[config.mk]
export PLATFORM = sky130hd
export DESIGN_NAME = result_serializer
export DESIGN_NICKNAME = d
export VERILOG_FILES = /design/src/rtl/result_serializer.sv
export SDC_FILE = /design/constraint.sdc
export NUM_CORES = 1
export LEC_CHECK = 0
export ABC_AREA = 1
export CAP_MARGIN = 20
export CORE_MARGIN = 3
export CORE_UTILIZATION = 32
export CTS_BUF_LIST = sky130_fd_sc_hd__clkbuf_4 sky130_fd_sc_hd__clkbuf_8
export CTS_CLUSTER_SIZE = 28
export DETAILED_ROUTE_END_ITERATION = 7
export GPL_ROUTABILITY_DRIVEN = 0
export GPL_TIMING_DRIVEN = 0
export HOLD_SLACK_MARGIN = 0.06
export PLACE_DENSITY_LB_ADDON = 0.2
export SETUP_SLACK_MARGIN = 0.2
export SYNTH_ARGS = -nofsm -noshare
export SYNTH_HDL_FRONTEND = slang
export SYNTH_SLANG_ARGS = --single-unit
[constraint.sdc]
create_clock -name clk -period 6.8 [get_ports clk]
set_input_delay 1.36 -clock clk [delete_from_list [all_inputs] [get_ports clk]]
set_output_delay 1.36 -clock clk [all_outputs]
set_load 0.05 [all_outputs]
[src/rtl/result_serializer.sv]
// Streams a snapshot of N_ELEM products onto an 8-bit valid/ready bus, LSB first,
// optionally followed by an XOR checksum byte, then pulses done for one cycle.
module result_serializer #(
    parameter int unsigned N_ELEM      = 9,
    parameter int unsigned ELEM_W      = 18,
    parameter bit          CHECKSUM_EN = 1'b1
) (
    input  logic                       clk,
    input  logic                       reset,
    input  logic                       start,
    input  logic [N_ELEM*ELEM_W-1:0]   c_flat,
    input  logic                       out_ready,
    output logic [7:0]                 out_data,
    output logic                       out_valid,
    output logic                       busy,
    output logic                       done
);

    localparam int unsigned BPE    = (ELEM_W + 7) / 8;
    localparam int unsigned IDX_W  = (N_ELEM > 1) ? $clog2(N_ELEM) : 1;
    localparam int unsigned BYTE_W = (BPE > 1) ? $clog2(BPE) : 1;

    localparam logic [1:0] S_IDLE = 2'd0;
    localparam logic [1:0] S_SEND = 2'd1;
    localparam logic [1:0] S_FIN  = 2'd2;

    logic [1:0]               state_q, state_d;
    logic [N_ELEM*ELEM_W-1:0] snap_q, snap_d;
    logic [IDX_W-1:0]         elem_idx_q, elem_idx_d;
    logic [BYTE_W-1:0]        byte_idx_q, byte_idx_d;
    logic [7:0]               csum_q, csum_d;
    logic                     csum_phase_q, csum_phase_d;

    logic [ELEM_W-1:0]        cur_elem;
    logic [BPE*8-1:0]         cur_padded;
    logic [7:0]               cur_byte;
    logic                     last_byte;
    logic                     last_elem;
    logic                     xfer;

    // Index-compare muxes keep the selection free of variable multiplies.
    always_comb begin
        cur_elem = '0;
        for (int unsigned k = 0; k < N_ELEM; k++) begin
            if (elem_idx_q == IDX_W'(k)) begin
                cur_elem = snap_q[k*ELEM_W +: ELEM_W];
            end
        end
        cur_padded               = '0;
        cur_padded[ELEM_W-1:0]   = cur_elem;
        cur_byte                 = '0;
        for (int unsigned b = 0; b < BPE; b++) begin
            if (byte_idx_q == BYTE_W'(b)) begin
                cur_byte = cur_padded[b*8 +: 8];
            end
        end
    end

    assign last_byte = (byte_idx_q == BYTE_W'(BPE - 1));
    assign last_elem = (elem_idx_q == IDX_W'(N_ELEM - 1));

    assign out_valid = (state_q == S_SEND);
    assign busy      = out_valid;
    assign done      = (state_q == S_FIN);
    assign out_data  = out_valid ? (csum_phase_q ? csum_q : cur_byte) : 8'h00;
    assign xfer      = out_valid & out_ready;

    always_comb begin
        state_d      = state_q;
        snap_d       = snap_q;
        elem_idx_d   = elem_idx_q;
        byte_idx_d   = byte_idx_q;
        csum_d       = csum_q;
        csum_phase_d = csum_phase_q;
        case (state_q)
            S_IDLE: begin
                if (start) begin
                    snap_d       = c_flat;
                    elem_idx_d   = '0;
                    byte_idx_d   = '0;
                    csum_d       = '0;
                    csum_phase_d = 1'b0;
                    state_d      = S_SEND;
                end
            end
            S_SEND: begin
                if (xfer) begin
                    if (csum_phase_q) begin
                        state_d = S_FIN;
                    end else begin
                        csum_d = csum_q ^ cur_byte;
                        if (!last_byte) begin
                            byte_idx_d = byte_idx_q + BYTE_W'(1);
                        end else begin
                            byte_idx_d = '0;
                            if (!last_elem) begin
                                elem_idx_d = elem_idx_q + IDX_W'(1);
                            end else if (CHECKSUM_EN) begin
                                csum_phase_d = 1'b1;
                            end else begin
                                state_d = S_FIN;
                            end
                        end
                    end
                end
            end
            S_FIN:   state_d = S_IDLE;
            default: state_d = S_IDLE;
        endcase
    end

    always_ff @(posedge clk) begin
        if (reset) begin
            state_q      <= S_IDLE;
            snap_q       <= '0;
            elem_idx_q   <= '0;
            byte_idx_q   <= '0;
            csum_q       <= '0;
            csum_phase_q <= 1'b0;
        end else begin
            state_q      <= state_d;
            snap_q       <= snap_d;
            elem_idx_q   <= elem_idx_d;
            byte_idx_q   <= byte_idx_d;
            csum_q       <= csum_d;
            csum_phase_q <= csum_phase_d;
        end
    end

endmodule
==> results.toml, run 1 <==
[power]
vdd_ir_drop_max_mv = 0.116
leakagePower_nw = 4.74
powerDensity_mw_per_mm2 = 235

[cts]
clock-sinks = 179
cts_tree = "yes"
h-tree-depth = 4
cts_setup_buffers = 0
root_buffer = "clkbuf_8"
cts_hold_buf = 0
cts_resized = 0
clock_path_buffers = 2
clk_latency_ns = 0.47
clkTransAtPathRegs_ns = 0.09
cts_buffers = 17

[sta]
fmax_mhz = 195
worst_pin_slew_ns = 0.826
finalCriticalPeriod_ns = 5.13
drv_slew = 0
setup_viol = 0
finalHoldViolCount = 0
fin_setup_tns_ns = 0
max-slew-margin-rel_pct = 44.9
rsz0062_at_grt = "no"
finalCritPeriodShare_pct = 75.4
holdWs_ns = 0.463
worst_clock_skew_ns = 0.0114

[logic_synthesis]
synth_area_leader_cell = "dfxtp_1"
ys_warn_count = 0
synth_top_area_share_pct = 42.5
syn_area_per_cell_um2 = 6.48
ys_top_cells_by_area = "dfxtp_1, nor2_1, nand2_1"
ys_ff_latch = 179
synthCells = 1300
ys_types = 33
synth_fp_nets = 1470
syn_area_mm2 = 0.00842
synth_seq_area_share_pct = 42.5

[die]
start_util_pct = 33.0
core_area_mm2 = 0.0255
die_area_mm2 = 0.0283
rows = 58
die_w_um = 168
num_io_pins = 177
die_h_um = 168

[global_routing]
grt_overflow_total = 0
grt_pass1_vias = 8211
antenna_found_initial = 0
grt_max_degree = 17
groute.usage.overall_pct = 18.9
grt_pass1_wl_um = 42300

[job]
cap_violations = 0

[worst_setup_path]
worstSetupPathType = "reg -> out"
startpoint_type = "register"
rrSetupSlack_ns = 4.20
cp.arrival_ns = 3.77
worstPathRequired_ns = 5.44
worstPathMaxFanout = 10
crit_path_end_kind = "output port"

[drt]
drt_iter0_drc = 575
drc_errors = 0
wl_per_cell_um = 14.7
routed-via-count = 8436
ant_nets = 0
firstDrtPassIters = 5
drt-total-wl_um = 26900
avgViaCountPerCell = 4.59

[outcome]
status = "finished clean"

[placement]
io_buffers = 175
place_hpwl_um = 21300

[final_layout]
syn_to_final_growth_pct = 30.9
diodes = 0
nets = 1664
drive_gt1_share_pct = 5.77

[min_path]
hold_class = "reg -> reg"
-- state kept, by name, summed over array words and instances, names as in the netlist --
name / count
snap_q: 162
byte_idx_q: 2
state_q: 2
csum_phase_q: 1
elem_idx_q: 4
csum_q: 8
-- cell families after synthesis --
family | count (synthesis) | synth area share (%)
and+or+nand+nor | 744 | 35.8
AOI/OAI and AO/OA | 217 | 13.4
DFF | 179 | 42.5
buffers and inverters | 156 | 7.71
adders and majority gates | 4 | 0.594
-- report_power, final --
group          internal [mW]  switching (mW)  total, mW  leakage, nW
clock network          0.401           0.410      0.811        0.219
logic                  0.232           0.351      0.583         3.04
registers               1.14          0.0542       1.19         1.48
total                   1.77           0.815       2.59         4.74
-- final cells by class --
type | count | area [um^2]
inverter | 78 | 298
clock inverter | 12 | 165
multi-input combinational | 965 | 4190
fill | 2766 | 14500
clock buffer | 20 | 275
sequential | 179 | 3580
timing repair buffer | 175 | 1750
tap | 330 | 413
buffer | 78 | 352
-- routing by layer --
metal | up-vias | share of wire [%] | GRT usage [%]
met2 | 220 | 46 | 31.1
met4 | 0 | 1.0 | 3.91
met1 | 3714 | 47 | 25.7
li1 | 4483 | - | -
met5 | - | 0 | 0
met3 | 19 | 6.2 | 3.92
-- worst paths after layout --
check                      from  depth (start not counted)          end
setup / recovery  elem_idx_q[0]                         18  out_data[3]
hold / removal        snap_q[1]                          2    snap_q[1]
setup reg to reg  elem_idx_q[0]                         18    csum_q[3]
hold reg to reg       snap_q[1]                          2    snap_q[1]
-- placed cells by master (no fill, tap or decap), types with 6 or more instances in the layout --
cell             count
a21oi_1             27
buf_2               14
clkbuf_1            54
clkbuf_8            20
clkdlybuf4s50_1    175
dfxtp_1            179
inv_1               66
inv_2                8
nand2_1            241
nand3_1             72
nor2_1             397
o211ai_1             7
o21ai_0            175
or2_2                6
-- worst max-delay path: stages (launching register included) --
cell	delay, ns
dfxtp_1	0.34
inv_1	0.14
ha_1	0.34
inv_1	0.13
nor2_2	0.15
buf_4	0.17
nand3_1	0.10
nand3_1	0.12
nand3_1	0.15
nand3_1	0.15
nand2_1	0.07
nand3_1	0.12
nand2_1	0.07
nand2_1	0.10
nand2_1	0.07
nand2_1	0.11
o21ai_0	0.11
inv_1	0.08
clkdlybuf4s50_1	0.80
-- through the flow --
step	area, um^2	total power, mW	util, %	cells	setup slack (ns)
5_1_grt	11000	2.74	43.2	1837	1.36
6_report	11000	2.59	43.2	1837	1.67
4_1_cts	11000	2.61	43.2	1837	1.68
3_3_place_gp	10600	1.79	41.5	1805	2.20
3_5_place_dp	10600	1.80	41.5	1805	2.19
2_1_floorplan	8420	1.54	-	1300	3.01
-- synthesized netlist by cell type, drive strengths merged --
master	instances
o21bai	1
nand3	74
clkbuf	54
or2	12
a21oi	31
nor2	403
nor4	2
nor3	1
clkinv	4
dfxtp	179
buf	24
nand4	3
inv	74
nand3b	3
a211oi	2
o211ai	7
o21ai	175
nand2	246
o31ai	1
ha	4
Power figures use the tool's default switching activity.
==> run 2, diff against run 1 <==
clock period = 5.2 ns   (was 6.8 ns; I/O delays follow)
==> run 2 against run 1 <==
Design area increased by 0.14%. Largest power group unchanged. Largest cell class unchanged. Critical path depth shrank 2. Count of clock-buffer cells in the layout stayed put. Hold slack better by 0.00091 ns. Clock power grew 32%. Clock skew increased by 0.0010 ns. Register-to-register slack got worse by 1.6 ns. Via count fell by 0.20%.
==> results.toml, run 2 (synthesized netlist as in run 1, its figures left out) <==
[global_routing]
grt_pass1_wl_um = 42300
groute.usage.overall_pct = 18.9
grt_max_degree = 17
grt_overflow_total = 0
antenna_found_initial = 0
grt_pass1_vias = 8211

[die]
die_h_um = 168
die_w_um = 168
die_area_mm2 = 0.0283
start_util_pct = 33.0
core_area_mm2 = 0.0255
rows = 58
num_io_pins = 177

[sta]
finalHoldViolCount = 0
max-slew-margin-rel_pct = 42.7
worst_pin_slew_ns = 0.860
drv_slew = 0
setup_viol = 0
fmax_mhz = 212
holdWs_ns = 0.464
rsz0062_at_grt = "no"
fin_setup_tns_ns = 0
worst_clock_skew_ns = 0.0124
finalCritPeriodShare_pct = 90.6
finalCriticalPeriod_ns = 4.71

[drt]
ant_nets = 0
wl_per_cell_um = 14.7
avgViaCountPerCell = 4.58
drt-total-wl_um = 27000
drc_errors = 0
routed-via-count = 8419
drt_iter0_drc = 589
firstDrtPassIters = 5

[cts]
clk_latency_ns = 0.47
cts_buffers = 17
cts_hold_buf = 0
clock-sinks = 179
clkTransAtPathRegs_ns = 0.09
root_buffer = "clkbuf_8"
clock_path_buffers = 2
cts_setup_buffers = 0
cts_resized = 0
cts_tree = "yes"
h-tree-depth = 4

[worst_setup_path]
cp_slowest_cell = "clkdlybuf4s50_1"
cp.arrival_ns = 3.67
crit_chain = "inv_1, ha_1, inv_1, nor2_2, buf_4, nand3_1, nand3_1, a21oi_1, o21bai_1, nand3_1, nand3_1, nand2_1, nand2_1, o21ai_0, inv_1, clkdlybuf4s50_1"
cp_top_family = "buffers and inverters"
startpoint_type = "register"
critPathBufInv = 5
cpMostUsedCell = "nand3_1"
crit_path_end_kind = "output port"
worstPathMaxFanout = 10
slowest_delay_ns = 0.79
worstPathRequired_ns = 4.16
worstSetupPathType = "reg -> out"

[job]
cap_violations = 0

[outcome]
status = "finished clean"

[placement]
postPlaceCellArea_mm2 = 0.0106
place_hpwl_um = 21300
io_buffers = 175

[final_layout]
nets = 1664
largest-register = "snap_q"
top_regs = "snap_q x162, csum_q x8, elem_idx_q x4"
layout_common_cells = "nor2_1, nand2_1, dfxtp_1"
final_common_cell = "nor2_1"
diodes = 0
utilization_pct = 43.2
drive_gt1_share_pct = 5.77
syn_to_final_growth_pct = 31.1
stdcell_area_mm2 = 0.0110
largest_reg_flops = 162

[min_path]
hold_class = "reg -> reg"

[power]
leakagePower_nw = 4.84
vdd_ir_drop_max_mv = 0.154
powerDensity_mw_per_mm2 = 307
## run 2: cell types whose count changed in the layout (fill, tap and decap cells not counted)
cell	before	now
clkdlybuf4s50_1	175	169
dlymetal6s2s_1	0	6
## run 2: layout make-up
class,count,area (um^2)
repair buffers,175,1770
well taps,330,413
flip-flops and latches,179,3580
clock buffers,20,275
plain buffers,78,352
clock inverters,12,165
fillers,2766,14500
multi-input cells,965,4190
inverters,78,298
## run 2: worst reg2reg max path, delay by kind of cell (launching register included)
family,cells,cell delay [ns]
and+or+nand+nor,12,1.17
buffers and inverters,3,0.45
DFF,1,0.34
adders and majority gates,1,0.34
AOI/OAI and AO/OA,2,0.22
## run 2: per-stage QoR
| step | instances | worst slack (ns) | power, mW |
|---|---|---|---|
| floorplan | 1300 | 1.73 | 2.01 |
| global placement | 1805 | 0.918 | 2.35 |
| detailed placement | 1805 | 0.907 | 2.36 |
| CTS | 1837 | 0.402 | 3.41 |
| global route | 1837 | 0.238 | 3.58 |
| finish | 1837 | 0.489 | 3.39 |
## run 2: worst paths after layout
kind	end	slack, ns	from	cells after the start
worst min-delay path	csum_q[7]	0.46	csum_q[7]	2
worst max-delay path	out_data[6]	0.49	elem_idx_q[0]	16
worst max register to register	csum_q[5]	2.58	elem_idx_q[0]	18
worst min register to register	csum_q[7]	0.46	csum_q[7]	2
## run 2: routing by layer
metal  vias to the layer above  global-route usage [%]  share of wire (%)
li1                       4477                       -                  -
met3                        18                    3.92                5.7
met1                      3721                    25.7                 47
met2                       203                    31.1                 46
met4                         0                    3.91                1.0
met5                         -                       0                  0
## run 2: power by group
part	switching (mW)	internal [mW]	total, mW
registers	0.0710	1.49	1.56
clock network	0.543	0.525	1.07
logic	0.459	0.303	0.763
total	1.07	2.32	3.39
